## config.mk

```make
export PLATFORM = sky130hd
export DESIGN_NAME = axis_fifo_slice_flat
export DESIGN_NICKNAME = d
export VERILOG_FILES = /design/src/rtl/axis_fifo_slice_if.sv /design/src/rtl/axis_fifo_slice.sv /design/src/flat_wrapper.sv
export SDC_FILE = /design/constraint.sdc
export NUM_CORES = 1
export LEC_CHECK = 0
export ABC_AREA = 1
export ABC_CLOCK_PERIOD_IN_PS = 7200
export CELL_PAD_IN_SITES_DETAIL_PLACEMENT = 1
export CELL_PAD_IN_SITES_GLOBAL_PLACEMENT = 1
export CORE_MARGIN = 5
export CORE_UTILIZATION = 40
export CTS_CLUSTER_DIAMETER = 50
export CTS_CLUSTER_SIZE = 25
export DETAILED_ROUTE_END_ITERATION = 12
export PLACE_DENSITY = 0.84
export SLEW_MARGIN = 0
export SYNTH_ARGS = -nofsm -noshare
export SYNTH_HDL_FRONTEND = slang
export SYNTH_SLANG_ARGS = --single-unit
```

## constraint.sdc

```tcl
create_clock -name clk_i -period 7.2 [get_ports clk_i]
set_clock_uncertainty 0.2 [all_clocks]
set_input_delay 1.8 -clock clk_i [delete_from_list [all_inputs] [get_ports clk_i]]
set_output_delay 1.8 -clock clk_i [all_outputs]
set_load 0.02 [all_outputs]
```

## src/rtl/axis_fifo_slice_if.sv

```systemverilog
// AXI-Stream style payload/valid/ready bundle used on both sides of the slice.
//
// Handshake: a word moves on a rising clk edge where valid and ready are both 1.
// The sender must hold valid and data stable until that transfer happens.
// The receiver may drive ready independently of valid.
interface axis_fifo_slice_if #(
  parameter int DataWidth = 16
) ();
  logic [DataWidth-1:0] data;
  logic                 valid;
  logic                 ready;

  // The producing side drives payload and valid and samples ready.
  modport master (
    output data,
    output valid,
    input  ready
  );

  // The consuming side samples payload and valid and drives ready.
  modport slave (
    input  data,
    input  valid,
    output ready
  );
endinterface

```

## src/rtl/axis_fifo_slice.sv

```systemverilog
// Register slice / small FIFO for stream stages.
// The slice drives both s_axis.ready and m_axis.valid straight from flops.
// The head word lives in a dedicated output register.
// The remaining Depth-1 words queue in a ring buffer behind it.
// A word arriving while the ring is empty goes straight into the output register,
// provided that register is empty or is being drained. This gives one cycle of latency.
module axis_fifo_slice #(
  parameter int DataWidth  = 16,
  parameter int Depth      = 4,
  parameter int AlmostFull = 3
) (
  input  logic                       clk_i,
  input  logic                       rst_ni,
  input  logic                       flush_i,
  axis_fifo_slice_if.slave           s_axis,
  axis_fifo_slice_if.master          m_axis,
  output logic [$clog2(Depth+1)-1:0] count_o,
  output logic                       almost_full_o
);

  localparam int CntW      = $clog2(Depth + 1);
  localparam int RingDepth = Depth - 1;
  localparam int PtrW      = (RingDepth > 1) ? $clog2(RingDepth) : 1;

  // Ring pointers wrap at RingDepth. RingDepth is generally not a power of two.
  function automatic logic [PtrW-1:0] ptr_inc(input logic [PtrW-1:0] p);
    if (p == PtrW'(RingDepth - 1)) begin
      return '0;
    end
    return p + PtrW'(1);
  endfunction

  logic [DataWidth-1:0] ring_q [RingDepth];
  logic [DataWidth-1:0] out_data_q;
  logic [PtrW-1:0]      wr_ptr_q;
  logic [PtrW-1:0]      rd_ptr_q;
  logic [CntW-1:0]      count_q;
  logic [CntW-1:0]      count_next;
  logic [CntW-1:0]      ring_cnt;
  logic                 s_ready_q;
  logic                 m_valid_q;

  logic wr;
  logic rd;
  logic ring_empty;
  logic out_load;
  logic ring_pop;
  logic bypass;
  logic ring_push;

  // Decode this cycle's transfers and decide where the incoming word goes.
  // The output register holds a word whenever count_q is non-zero.
  // The ring therefore holds count_q minus that one word.
  always_comb begin
    wr         = s_axis.valid & s_ready_q;
    rd         = m_valid_q & m_axis.ready;
    ring_cnt   = count_q - CntW'(m_valid_q);
    ring_empty = (ring_cnt == '0);
    out_load   = !m_valid_q || rd;
    ring_pop   = out_load && !ring_empty;
    bypass     = out_load && ring_empty && wr;
    ring_push  = wr && !bypass;
    count_next = count_q + CntW'(wr) - CntW'(rd);
  end

  // Control state. Flush has the same effect as reset, and any transfer in that cycle is dropped.
  always_ff @(posedge clk_i) begin
    if (!rst_ni || flush_i) begin
      count_q   <= '0;
      s_ready_q <= 1'b1;
      m_valid_q <= 1'b0;
      wr_ptr_q  <= '0;
      rd_ptr_q  <= '0;
    end else begin
      count_q   <= count_next;
      s_ready_q <= (count_next != CntW'(Depth));
      m_valid_q <= (count_next != '0);
      if (ring_push) begin
        wr_ptr_q <= ptr_inc(wr_ptr_q);
      end
      if (ring_pop) begin
        rd_ptr_q <= ptr_inc(rd_ptr_q);
      end
    end
  end

  // Payload storage has no reset. Stale contents are masked by the cleared valid and count.
  always_ff @(posedge clk_i) begin
    if (ring_push) begin
      ring_q[wr_ptr_q] <= s_axis.data;
    end
    if (ring_pop) begin
      out_data_q <= ring_q[rd_ptr_q];
    end else if (bypass) begin
      out_data_q <= s_axis.data;
    end
  end

  assign s_axis.ready  = s_ready_q;
  assign m_axis.valid  = m_valid_q;
  assign m_axis.data   = out_data_q;
  assign count_o       = count_q;
  assign almost_full_o = (count_q >= CntW'(AlmostFull));

endmodule

```

## src/flat_wrapper.sv

```systemverilog
// flat-port wrapper written by rule: the top's interface ports become plain ports
module axis_fifo_slice_flat 
#(
  parameter int DataWidth  = 16,
  parameter int Depth      = 4,
  parameter int AlmostFull = 3
)
  (clk_i, rst_ni, flush_i, count_o, almost_full_o, s_axis_data, s_axis_valid, s_axis_ready, m_axis_data, m_axis_valid, m_axis_ready);
  axis_fifo_slice_if #(.DataWidth(DataWidth)) s_axis_i ();
  axis_fifo_slice_if #(.DataWidth(DataWidth)) m_axis_i ();
  input  logic clk_i;
  input  logic rst_ni;
  input  logic flush_i;
  output logic [$clog2(Depth+1)-1:0] count_o;
  output logic almost_full_o;
  input wire logic [$bits(s_axis_i.data)-1:0] s_axis_data;
  input wire logic [$bits(s_axis_i.valid)-1:0] s_axis_valid;
  output wire logic [$bits(s_axis_i.ready)-1:0] s_axis_ready;
  output wire logic [$bits(m_axis_i.data)-1:0] m_axis_data;
  output wire logic [$bits(m_axis_i.valid)-1:0] m_axis_valid;
  input wire logic [$bits(m_axis_i.ready)-1:0] m_axis_ready;
  assign s_axis_i.data = s_axis_data;
  assign s_axis_i.valid = s_axis_valid;
  assign s_axis_ready = s_axis_i.ready;
  assign m_axis_data = m_axis_i.data;
  assign m_axis_valid = m_axis_i.valid;
  assign m_axis_i.ready = m_axis_ready;
  axis_fifo_slice #(.DataWidth(DataWidth), .Depth(Depth), .AlmostFull(AlmostFull)) u_core (.clk_i(clk_i), .rst_ni(rst_ni), .flush_i(flush_i), .s_axis(s_axis_i), .m_axis(m_axis_i), .count_o(count_o), .almost_full_o(almost_full_o));
endmodule
```

Word level (Yosys, flattened, before mapping)
Memories as Yosys holds them, arrays and structs flattened. A register that Yosys moved wholly into a read port is not among the register bits.
Cells that the tools add are included.
{"block": "word_totals", "ff_bits": 25, "mem_bits_rw": 48, "inputBits": 21, "wordCells": 47, "memories": 1}
{"block": "classes", "n_addsub": 5, "n_lt_le_gt_ge": 1, "n_eq_ne": 3, "n_mux": 16, "n_bitwise": 2, "reduce_logical": 13}
{"memory": "u_core.ring_q", "depth": 3, "width": 16, "rd": 1, "rd_clocked_by_memory_dff": 1, "wr": 1, "line_no": "axis_fifo_slice.sv:33", "text": "logic [DataWidth-1:0] ring_q [RingDepth];"}
{"op": "16-bit two-way mux", "n": 2}
{"op": "2-bit two-way mux", "n": 6}
{"op": "1-bit two-way mux", "n": 8}
{"op": "3-bit by 1-bit subtractor with 3-bit output", "n": 2}
{"op": "2-bit by 1-bit adder with 2-bit output, second input constant", "n": 2}
{"op": "2-bit == test, second input constant", "n": 2}
{"op": "1-bit logical AND", "n": 4}
{"op": "1-bit logical NOT", "n": 4}
{"op": "3-bit by 1-bit adder with 3-bit output", "n": 1}
{"op": "3-bit by 2-bit greater-or-equal comparator with 1-bit output, second input constant", "n": 1}
{"op": "3-bit logical NOT", "n": 1}
{"op": "3-bit inequality test, second input constant", "n": 1}
{"op": "3-bit nonzero test", "n": 1}
{"op": "1-bit bitwise AND", "n": 2}
{"op": "1-bit logical OR", "n": 2}
{"op": "2-bit nonzero test", "n": 1}

Longest topological paths before layout
Gate-level depths: netlist of the first run.
{"block": "depth", "depth_word": 9, "mapped_depth": 9, "depth_no_buf": 9}

Worst setup path before layout of the first run
No wires, ideal clock.
{"block": "synth_timing", "path_type": "input -> register", "startpoint": "input port m_axis_ready", "endpoint": "register u_core.out_data_q[0] (netlist: u_core.m_axis.data[0]) (enable)", "arrival_time_ns": 3.262, "t_required_ns": 6.589, "slack_ns": 3.327, "cell_stages": 4, "n_path_buf": 0, "path_cell_list": "inv_1 nand2_2 nand4_2 o21ai_0"}
{"block": "synth_between", "elab_chain_cells": 5}
{"item": "from (decl)", "line_no": "flat_wrapper.sv:21", "text": "input wire logic [$bits(m_axis_i.ready)-1:0] m_axis_ready;"}
{"item": "1-bit bitwise AND *", "line_no": "axis_fifo_slice.sv:56", "text": "rd = m_valid_q & m_axis.ready;"}
{"item": "1-bit logical OR *", "line_no": "axis_fifo_slice.sv:59", "text": "out_load = !m_valid_q || rd;"}
{"item": "1-bit logical AND (2 in series)", "line_no": "axis_fifo_slice.sv:61", "text": "bypass = out_load && ring_empty && wr;"}
{"item": "2-bit nonzero test (no line) *"}
{"item": "to (signal assigned)", "line_no": "axis_fifo_slice.sv:93", "text": "out_data_q <= ring_q[rd_ptr_q];"}
{"item": "to (signal assigned)", "line_no": "axis_fifo_slice.sv:95", "text": "out_data_q <= s_axis.data;"}
{"item": "to (decl)", "line_no": "axis_fifo_slice.sv:34", "text": "logic [DataWidth-1:0] out_data_q;"}
Every way passes the cells marked *; elsewhere a longest branch is shown, timed or not.
A chain may end at the register's enable or synchronous reset.

Worst setup path in the final report of the first run
{"block": "layout_timing", "startpoint": "register u_core.count_q[2] (netlist: u_core.count_o[2])", "endpoint": "output port almost_full_o"}
{"block": "layout_between", "elab_chain_cells": 1}
{"item": "from (decl)", "line_no": "axis_fifo_slice.sv:37", "text": "logic [CntW-1:0] count_q;"}
{"item": "from (signal assigned)", "line_no": "axis_fifo_slice.sv:75", "text": "count_q <= count_next;"}
{"item": "3-bit by 2-bit greater-or-equal comparator with 1-bit output", "line_no": "axis_fifo_slice.sv:103", "text": "assign almost_full_o = (count_q >= CntW'(AlmostFull));"}
{"item": "to (decl)", "line_no": "flat_wrapper.sv:15", "text": "output logic almost_full_o;"}
No other way between the ends.

==> metrics.md, run 1 <==
| Metric | Value |
|---|---|
| Setup TNS | `0 ns` |
| Placed Instances | `377` |
| Post-route ant nets | `0` |
| CP max stage cell | `clkdlybuf4s50_1` |
| CP Capture Type | `output pin` |
| Count leader, synth | `edfxtp_1` |
| Per-cell routed wire length | `16.78 µm` |
| Global-route wire length before repair | `10400 µm` |
| Final hold slack | `0.3031 ns` |
| Min cycle time layout | `3.722 ns` |
| WP data arrival | `1.72 ns` |
| First drt pass iteration count | `4` |
| Final setup vio count | `0` |
| Async SR Flop Fraction | `0%` |
| Slew headroom | `30.03%` |
| Worst-Margin Slew | `1.048 ns` |
| Total gr overflow | `0` |
| GRT Total Usage | `14.21%` |
| Mux contribution to synthesized area | `5.193%` |
| DRC viols | `0` |
| Nets | `312` |
| Initial DRC count | `92` |
| Skew-Pair Late Insertion Delay | `0.34 ns` |
| Non-filler cells, final | `393` |
| Sequential cell fraction of total power | `47.1%` |
| Max-Cap Viols | `0` |
| Ant. Diodes | `0` |
| WP data required | `5.20 ns` |
| Run status | `completed` |
| Top post-synthesis cells by area | `edfxtp_1 (62%), dfxtp_1 (7.1%), mux2i_1 (5.2%)` |
| Fill count | `812` |
| Worst Setup Start Kind | `flip-flop` |
| Mean Syn Cell Area | `12.85 µm²` |
| Post-layout utilization of the core | `49.97%` |
| Hold_buf cts | `0` |
| CTS Root Cell | `clkbuf_8` |
| P_leak | `0.001379 µW` |
| Dpl hpwl | `4307 µm` |
| CTS Sinks | `75` |
| Setup Crit Path Kind | `reg2out` |
| Final-report hold violation count | `0` |
| Die footprint | `9567 µm²` |
| Post-DR vias/cell | `4.891` |
| # IOs | `43` |
| Vias | `1922` |
| Number of global-route vias before repair | `2120` |
| Switch share | `28.25%` |
| Worst vdd ir | `0.09803 mV` |
| Share of layout cells above drive strength 1 | `11.68%` |
| P_sw | `339.2 µW` |
| Num rows | `32` |
| Clk slew on worst S/H paths | `0.07 ns` |
| Register Area | `2142 µm²` |
| Ys flop type | `edfxtp_1` |
| Synth cell count leaders | `edfxtp_1 (64), nand2_1 (42), inv_1 (33)` |
| Cell accounting for the most synthesized area | `edfxtp_1` |
| Core area | `7607 µm²` |
| Register area share after synthesis | `69.45%` |
| Multi-input logic area | `748.2 µm²` |
| Initial core utilization | `40.54%` |
| Power Density | `315.9 nW/µm²` |
| Die Ht | `97.81 µm` |
| Worst Path Buf+Inv | `2` |
| Internal | `861.7 µW` |
| Final Slew Violations | `0` |
| Max Fclk | `0.2687 GHz` |
| Synth Area in XOR/XNOR | `0.2840%` |
| Post-synth EDFFs | `64` |
| H-tree Lvls | `3` |
| Yosys warns | `0` |
| Synth Net Count | `266` |
| Worst hold path type | `reg2reg` |
| Main combinational cell family by area after synthesis | `simple AND/OR/NAND/NOR gates` |
| Simple logic cell fraction of the synthesized area | `8.682%` |
| Crit-path max FO | `3` |
| Clock buffer depth | `2` |
| Clk pwr share | `30.6%` |
| Delay-heaviest family, CP | `buffers and inverters` |
| Number of synthesized register bits | `75` |
| Post-synthesis adder-cell area fraction | `2.272%` |
| Comb pwr share | `22.3%` |
| Netlist cell types | `24` |
| Syn Std Cell Area | `3084 µm²` |
| RSZ-0062 raised after global routing | `no` |
| Final WL | `6593 µm` |
| Post-CTS Setup Repair Bufs | `0` |
| Synth Area in Compound Gates | `7.708%` |
| Placer Congestion | `0.7049` |
| Slowest stage delay, CP | `0.53 ns` |
| Area share of the largest cell type after synthesis | `62.31%` |
| Port buffer count | `42` |
| Area delta synth->final | `23.25%` |
| CTS tree | `built` |
| Initial antenna violation count | `0` |
| Crit path cell chain | `inv_2 > ha_1 > o21ai_0 > nand2_1 > clkdlybuf4s50_1` |
| Die Span X | `97.81 µm` |
| # resized after CTS | `0` |
| Largest net degree at the start of global routing | `37` |
| Syn Inst Count | `240` |
| Final worst path period share | `51.70%` |
| CTS buffer count | `9` |
==> cell usage in the layout (no fill, tap or decap), drive strengths merged <==
cell type / count
inv: 34
fa: 1
ha: 4
clkdlybuf4s50: 42
buf: 1
nand4: 1
o21ai: 35
nand3: 4
a21oi: 5
edfxtp: 64
clkbuf: 12
xnor2: 1
mux2i: 16
clkinv: 1
clkinvlp: 1
dfxtp: 11
bufinv: 2
nand2: 45
nor2: 11
==> kinds of logic (layout without fill, tap and decap cells) <==
logic type / after synthesis / count (layout)
mux: 16 / 16
fa+ha+maj: 5 / 5
simple gates: 61 / 61
xor+xnor: 1 / 1
buf+inv: 42 / 93
compound gates: 40 / 40
flops: 75 / 75
==> sequential cells by signal, indices dropped and copies added, names as in the netlist, named ones only <==
name / cells
u_core.s_axis.ready: 1
u_core.wr_ptr_q: 2
u_core.m_axis.valid: 1
u_core.count_o: 3
u_core.rd_ptr_q: 2
u_core.ring_q: 48
u_core.m_axis.data: 16
==> area by class of cell <==
| cell class | count | share of cell area (%) |
|---|---|---|
| multi-input cells | 123 | 19.68 |
| repair buffers | 43 | 11.26 |
| clock inverters | 4 | 1.909 |
| flip-flops and latches | 75 | 56.35 |
| clock buffers | 12 | 4.082 |
| inverters | 34 | 3.357 |
| well taps | 102 | 3.357 |
==> path summary, 6_finish.rpt <==
kind / from / to / slack (ns) / depth (start not counted)
setup / recovery: u_core.count_o[2] / almost_full_o / 3.48 / 5
hold / removal: u_core.wr_ptr_q[0] / u_core.wr_ptr_q[0] / 0.30 / 2
setup reg to reg: u_core.count_o[0] / u_core.m_axis.data[13] / 4.88 / 6
hold reg to reg: u_core.wr_ptr_q[0] / u_core.wr_ptr_q[0] / 0.30 / 2
==> layer usage <==
layer | wire (µm) | share of wire [%] | GRT usage, % | vias to the layer above
met5 | 0 | 0 | 0 | -
met1 | 2701 | 41 | 15.25 | 957
li1 | - | - | - | 916
met3 | 138 | 2.1 | 2.357 | 14
met2 | 3586 | 54 | 26.41 | 35
met4 | 166 | 2.5 | 7.774 | 0
==> power by group through the flow <==
stage,logic [µW],clock network [µW],registers (µW)
2_1_floorplan,121,0,612
3_3_place_gp,256,0,573
3_5_place_dp,270,0,575
4_1_cts,273,374,567
5_1_grt,288,396,570
6_report,268,367,565
==> per-stage QoR <==
step | cell area (µm²) | total power, µW | setup WS, ns
5_1_grt | 3801 | 1254 | 3.386
3_5_place_dp | 3573 | 844.8 | 3.208
6_report | 3801 | 1201 | 3.478
3_3_place_gp | 3573 | 829.1 | 3.281
4_1_cts | 3801 | 1214 | 3.433
2_1_floorplan | 3084 | 733.2 | 3.327
==> worst reg2reg max path: stages (launching register included) <==
cell     delay [ns]
dfxtp_1        0.35
inv_1          0.07
ha_1           0.27
inv_1          0.06
nor2_4         0.10
nand4_2        0.13
o21ai_2        0.77
Power figures use the tool's default switching activity.
==> inputs of run 2 (changes only) <==
ABC_CLOCK_PERIOD_IN_PS = 3000   (was 7200)
CORE_UTILIZATION = 39   (was 40)
PLACE_DENSITY = 0.85   (was 0.84)
clock period = 3 ns   (was 7.2 ns; I/O delays follow)
==> metrics.md, run 2 (synthesized netlist as in run 1, its figures left out) <==
| Metric | Value |
|---|---|
| Run status | `completed` |
| P_leak | `0.001368 µW (-0.81%)` |
| Skew-Pair Late Insertion Delay | `0.35 ns (about the same)` |
| Post-CTS Setup Repair Bufs | `0 (unchanged)` |
| RSZ-0062 raised after global routing | `no` |
| Global-route wire length before repair | `10170 µm (-2.2%)` |
| Initial DRC count | `85 (-7.6%)` |
| Final WL | `6467 µm (-1.9%)` |
| Worst-Margin Slew | `1.017 ns (-0.03130 ns)` |
| Commonest non-fill, non-tap cell in the layout | `edfxtp_1` |
| Slowest stage delay, CP | `0.60 ns (+0.07 ns)` |
| Final instance area | `3774 µm² (-0.72%)` |
| Initial core utilization | `39.91% (-0.63 points)` |
| Internal | `1933 µW (+120%)` |
| Final hold slack | `0.3098 ns (+0.006712 ns)` |
| Crit-path max FO | `5 (+2)` |
| Largest Register | `u_core.ring_q` |
| Ant. Diodes | `0 (unchanged)` |
| Setup TNS | `0 ns (unchanged)` |
| Die Span X | `98.93 µm (+1.1%)` |
| Nets | `314 (+0.64%)` |
| Num rows | `32 (unchanged)` |
| Final worst path period share | `89.48%` |
| Sequential cell fraction of total power | `49.4% (+2.3 points)` |
| First drt pass iteration count | `4 (unchanged)` |
| Post-DR vias/cell | `4.805 (-1.7%)` |
| Placed Instances | `379 (+0.53%)` |
| Clock buffer depth | `2 (unchanged)` |
| CP Capture Type | `output pin` |
| CTS Sinks | `75 (unchanged)` |
| Final setup vio count | `0 (unchanged)` |
| Area delta synth->final | `22.35%` |
| # resized after CTS | `0 (unchanged)` |
| Comb pwr share | `23.6% (+1.3 points)` |
| Slew headroom | `32.12% (+2.1 points)` |
| Crit path cell chain | `ha_1 > o21ai_0 > nand2_1 > clkdlybuf4s50_1` |
| Worst vdd ir | `0.2345 mV (+140%)` |
| CTS tree | `built` |
| Worst Setup Start Kind | `flip-flop` |
| Commonest cells after routing, fill and taps aside | `edfxtp_1 (64), nand2_1 (42), clkdlybuf4s50_1 (42)` |
| Port buffer count | `42 (unchanged)` |
| Share of layout cells above drive strength 1 | `11.95% (+0.26 points)` |
| WP data required | `2.05 ns (-3.15 ns)` |
| CTS buffer count | `9 (unchanged)` |
| # IOs | `43 (unchanged)` |
| Vias | `1898 (-1.2%)` |
| P_sw | `805.5 µW (+140%)` |
| Max Fclk | `0.3725 GHz` |
| Final-report hold violation count | `0 (unchanged)` |
| Clk pwr share | `27.0% (-3.6 points)` |
| WP data arrival | `1.73 ns (about the same)` |
| Initial antenna violation count | `0 (unchanged)` |
| Total gr overflow | `0 (unchanged)` |
| DRC viols | `0 (unchanged)` |
| GRT Total Usage | `14.02% (-0.19 points)` |
| Dpl hpwl | `4214 µm (-2.2%)` |
| Per-cell routed wire length | `16.37 µm (-2.4%)` |
| Post-DP Area | `3591 µm² (+0.49%)` |
| Power Density | `725.6 nW/µm² (+130%)` |
| Non-filler cells, final | `395 (+0.51%)` |
| Number of global-route vias before repair | `2026 (-4.4%)` |
| Min cycle time layout | `2.684 ns` |
| Final Slew Violations | `0 (unchanged)` |
| CP max stage cell | `clkdlybuf4s50_1` |
| Die Ht | `98.93 µm (+1.1%)` |
| Max FFs per register | `48 (unchanged)` |
| Largest net degree at the start of global routing | `33 (-11%)` |
| Die footprint | `9787 µm² (+2.3%)` |
| Core area | `7727 µm² (+1.6%)` |
| H-tree Lvls | `3 (unchanged)` |
| Hold_buf cts | `0 (unchanged)` |
| Clk slew on worst S/H paths | `0.07 ns (about the same)` |
| Max-Cap Viols | `0 (unchanged)` |
| Setup Crit Path Kind | `reg2out` |
| CTS Root Cell | `clkbuf_8` |
| Post-route ant nets | `0 (unchanged)` |
| Worst hold path type | `reg2reg` |
| Placer Congestion | `0.7130 (+1.1%)` |
| Switch share | `29.42% (+1.2 points)` |
[run 2: cell count changes in the layout (fill, tap and decap cells not counted)]
| cell | delta |
|---|---|
| buf_4 | +2 |
| bufinv_16 | -1 |
| clkbuf_1 | -1 |
| clkbuf_8 | -2 |
| clkinv_1 | +3 |
| clkinv_2 | +1 |
| nor2_1 | -1 |
| nor2_2 | +1 |
[run 2: path summary, 6_finish.rpt]
| kind | from | to | slack, ns | cells past startpoint |
|---|---|---|---|---|
| worst max-delay path | u_core.count_o[1] | almost_full_o | 0.32 | 4 |
| worst min-delay path | u_core.rd_ptr_q[0] | flip-flop | 0.31 | 2 |
| worst max register to register | u_core.count_o[0] | u_core.m_axis.data[0] | 0.65 | 6 |
| worst min register to register | u_core.rd_ptr_q[0] | flip-flop | 0.31 | 2 |
[run 2: final cells by class]
cell class	instances	area, µm²
Clock buffer	9	123.9
Inverter	34	127.6
Timing Repair Buffer	45	442.9
Multi-Input combinational cell	123	750.7
Sequential cell	75	2142
Tap cell	102	127.6
Fill cell	817	3954
Clock inverter	7	58.81
[run 2: critical path: cells and delay by family (launching register included)]
family | cells | cell delay [ns]
compound gates | 1 | 0.07
fa+ha+maj | 1 | 0.19
buf+inv | 1 | 0.60
flops | 1 | 0.47
simple gates | 1 | 0.07
[run 2: metrics by stage]
| stage | util [%] | setup WS, ns | power [µW] |
|---|---|---|---|
| after floorplan | - | 0.1463 | 1760 |
| after global placement | 46.47 | 0.1172 | 2001 |
| after detailed placement | 46.47 | 0.08788 | 2027 |
| after CTS | 48.83 | 0.2853 | 2770 |
| after global routing | 48.83 | 0.2468 | 2880 |
| final | 48.83 | 0.3157 | 2738 |
[run 2: metal layers]
metal / track usage, % / wire length [µm] / vias to the layer above
met1: 15.44 / 2606 / 914
met4: 10.40 / 283 / 0
li1: - / - / 920
met2: 23.40 / 3354 / 41
met5: 0 / 0 / -
met3: 3.326 / 222 / 23
[run 2: power groups by stage]
| stage | registers, µW | logic, µW | clock network [µW] |
|---|---|---|---|
| CTS | 1360 | 658 | 756 |
| finish | 1350 | 646 | 740 |
| global placement | 1370 | 630 | 0 |
| detailed placement | 1380 | 651 | 0 |
| floorplan | 1470 | 290 | 0 |
| global route | 1360 | 699 | 816 |
==> inputs of run 3 (changes only) <==
ABC_CLOCK_PERIOD_IN_PS = 2190   (was 3000)
clock period = 2.19 ns   (was 3 ns; I/O delays follow)
==> metrics.md, run 3 (synthesized netlist as in run 1, its figures left out) <==
| Metric | Value |
|---|---|
| Final Slew Violations | `0 (unchanged)` |
| CP startpoint | `u_core.m_axis.valid` |
| Max FFs per register | `48 (unchanged)` |
| Num rows | `32 (unchanged)` |
| DP Worst Slack | `-0.4225 ns (-0.5104 ns)` |
| Initial antenna violation count | `0 (unchanged)` |
| R2R Path Start | `u_core.m_axis.valid` |
| Comb pwr share | `26.0% (+2.4 points)` |
| FF-to-FF setup slack | `0.17 ns (-0.48 ns)` |
| Vias | `1957 (+3.1%)` |
| H-tree Lvls | `3 (unchanged)` |
| Crit-path max FO | `4 (-1)` |
| RR Endpoint | `u_core.s_axis.ready` |
| Min cycle time layout | `2.127 ns` |
| Hold_sp | `u_core.wr_ptr_q[0]` |
| Commonest cells after routing, fill and taps aside | `edfxtp_1 (64), nand2_1 (42), clkdlybuf4s50_1 (39)` |
| Internal | `2713 µW (+40%)` |
| Share of layout cells above drive strength 1 | `18.24% (+6.3 points)` |
| Core area | `7727 µm² (unchanged)` |
| Final WL | `6570 µm (+1.6%)` |
| Slew headroom | `78.77% (+47 points)` |
| Ant. Diodes | `0 (unchanged)` |
| Critical Path Sink | `m_axis_valid` |
| Final setup vio count | `0 (unchanged)` |
| Crit path cell chain | `clkdlybuf4s50_1` |
| CTS Root Cell | `clkbuf_8` |
| Skew-Pair Late Insertion Delay | `0.34 ns (about the same)` |
| Die Ht | `98.93 µm (unchanged)` |
| Final worst path period share | `97.13%` |
| Post-DR vias/cell | `4.785 (-0.42%)` |
| Worst vdd ir | `0.3693 mV (+58%)` |
| Fill count | `803 (-1.7%)` |
| WP data arrival | `1.38 ns (-0.35 ns)` |
| Max-Cap Viols | `0 (unchanged)` |
| Commonest non-fill, non-tap cell in the layout | `edfxtp_1` |
| Overall Power | `3832 µW (+40%)` |
| Final instance area | `3928 µm² (+4.1%)` |
| Multi-input logic area | `768.2 µm² (+2.3%)` |
| CTS buffer count | `9 (unchanged)` |
| Final WS setup | `0.06275 ns (-0.2530 ns)` |
| Largest Register | `u_core.ring_q` |
| WP data required | `1.44 ns (-0.61 ns)` |
| Post-route ant nets | `0 (unchanged)` |
| Slowest stage delay, CP | `0.63 ns (+0.03 ns)` |
| DRC viols | `0 (unchanged)` |
| CTS tree | `built` |
| Largest net degree at the start of global routing | `33 (unchanged)` |
| Post-DP Area | `3734 µm² (+4.0%)` |
| CP max stage cell | `clkdlybuf4s50_1` |
| Run status | `completed` |
| Global-route wire length before repair | `10750 µm (+5.7%)` |
| Total gr overflow | `0 (unchanged)` |
| Initial DRC count | `63 (-26%)` |
| Placed Instances | `393 (+3.7%)` |
| Final-report hold violation count | `0 (unchanged)` |
| Critical Path Stages | `1 (-3)` |
| Clock buffer depth | `2 (unchanged)` |
| Worst r2r path cells | `9 (+3)` |
| Initial core utilization | `39.91% (unchanged)` |
| Area delta synth->final | `27.34%` |
| Power Density | `975.8 nW/µm² (+34%)` |
| Switch share | `29.22% (-0.20 points)` |
| Dpl hpwl | `4771 µm (+13%)` |
| P_sw | `1120 µW (+39%)` |
| Clk pwr share | `26.2% (-0.8 points)` |
| Sequential cell fraction of total power | `47.8% (-1.6 points)` |
| # IOs | `43 (unchanged)` |
| Setup Crit Path Kind | `reg2out` |
| Placer Congestion | `0.7618 (+6.8%)` |
| Post-CTS Setup Repair Bufs | `0 (unchanged)` |
| GRT Total Usage | `14.40% (+0.38 points)` |
| P_leak | `0.001459 µW (+6.6%)` |
| Register Area | `2143 µm² (about the same)` |
| Nets | `328 (+4.5%)` |
| Die footprint | `9787 µm² (unchanged)` |
| First drt pass iteration count | `4 (unchanged)` |
| Worst Path Buf+Inv | `1 (unchanged)` |
| Max Fclk | `0.4701 GHz` |
| Worst-Margin Slew | `0.3185 ns (-0.6982 ns)` |
| Die Span X | `98.93 µm (unchanged)` |
| Worst Setup Start Kind | `flip-flop` |
| CTS Sinks | `75 (unchanged)` |
| Port buffer count | `42 (unchanged)` |
| Worst hold path type | `reg2reg` |
| Number of global-route vias before repair | `2170 (+7.1%)` |
| Post-layout utilization of the core | `50.83% (+2.0 points)` |
| CP Capture Type | `output pin` |
| Delay-heaviest family, CP | `buffers and inverters` |
| Non-filler cells, final | `409 (+3.5%)` |
| RSZ-0062 raised after global routing | `no` |
| Clk slew on worst S/H paths | `0.07 ns (about the same)` |
| Per-cell routed wire length | `16.06 µm (-1.9%)` |
run 3: metal layers:
metal | part of all wire (%) | GRT usage (%) | vias to the layer above
li1 | - | - | 941
met1 | 38 | 15.50 | 967
met2 | 56 | 26.55 | 36
met3 | 3.4 | 2.902 | 13
met4 | 2.2 | 7.143 | 0
met5 | 0 | 0 | -
run 3: worst min path at each step:
stage / endpoint / slack, ns / depth (start not counted)
after floorplan: u_core.wr_ptr_q[0] / 0.25 / 2
after global placement: u_core.wr_ptr_q[0] / 0.27 / 2
after detailed placement: u_core.wr_ptr_q[0] / 0.31 / 2
after CTS: u_core.wr_ptr_q[0] / 0.32 / 2
after global routing: u_core.wr_ptr_q[0] / 0.34 / 2
final: u_core.wr_ptr_q[0] / 0.30 / 2
run 3: power groups by stage:
stage          Sequential [µW]  Clock (µW)  Combinational [µW]
2_1_floorplan             2010           0                 404
3_3_place_gp              1850           0                 960
3_5_place_dp              1870           0                1000
4_1_cts                   1840        1030                1020
5_1_grt                   1850        1110                1080
6_report                  1830        1000                 996
run 3: final cells by class:
type / instances / share of cell area, %
clock inverter: 7 / 1.497
multi-input combinational: 123 / 19.56
sequential: 75 / 54.57
inverter: 34 / 3.249
timing repair buffer: 59 / 14.72
clock buffer: 9 / 3.154
tap: 102 / 3.249
run 3: metrics by stage:
step                hold WS, ns  setup TNS (ns)
detailed placement       0.3074          -2.648
CTS                      0.3175               0
global placement         0.2654          -1.655
global route             0.3404               0
finish                   0.3048               0
floorplan                0.2536               0
run 3: timing repair:
item	4_1_cts	5_1_grt
pin swaps	3	0
gates resized for setup	10	1
hold buffers	0	0
setup endpoints to repair	5	1
gates cloned	0	0
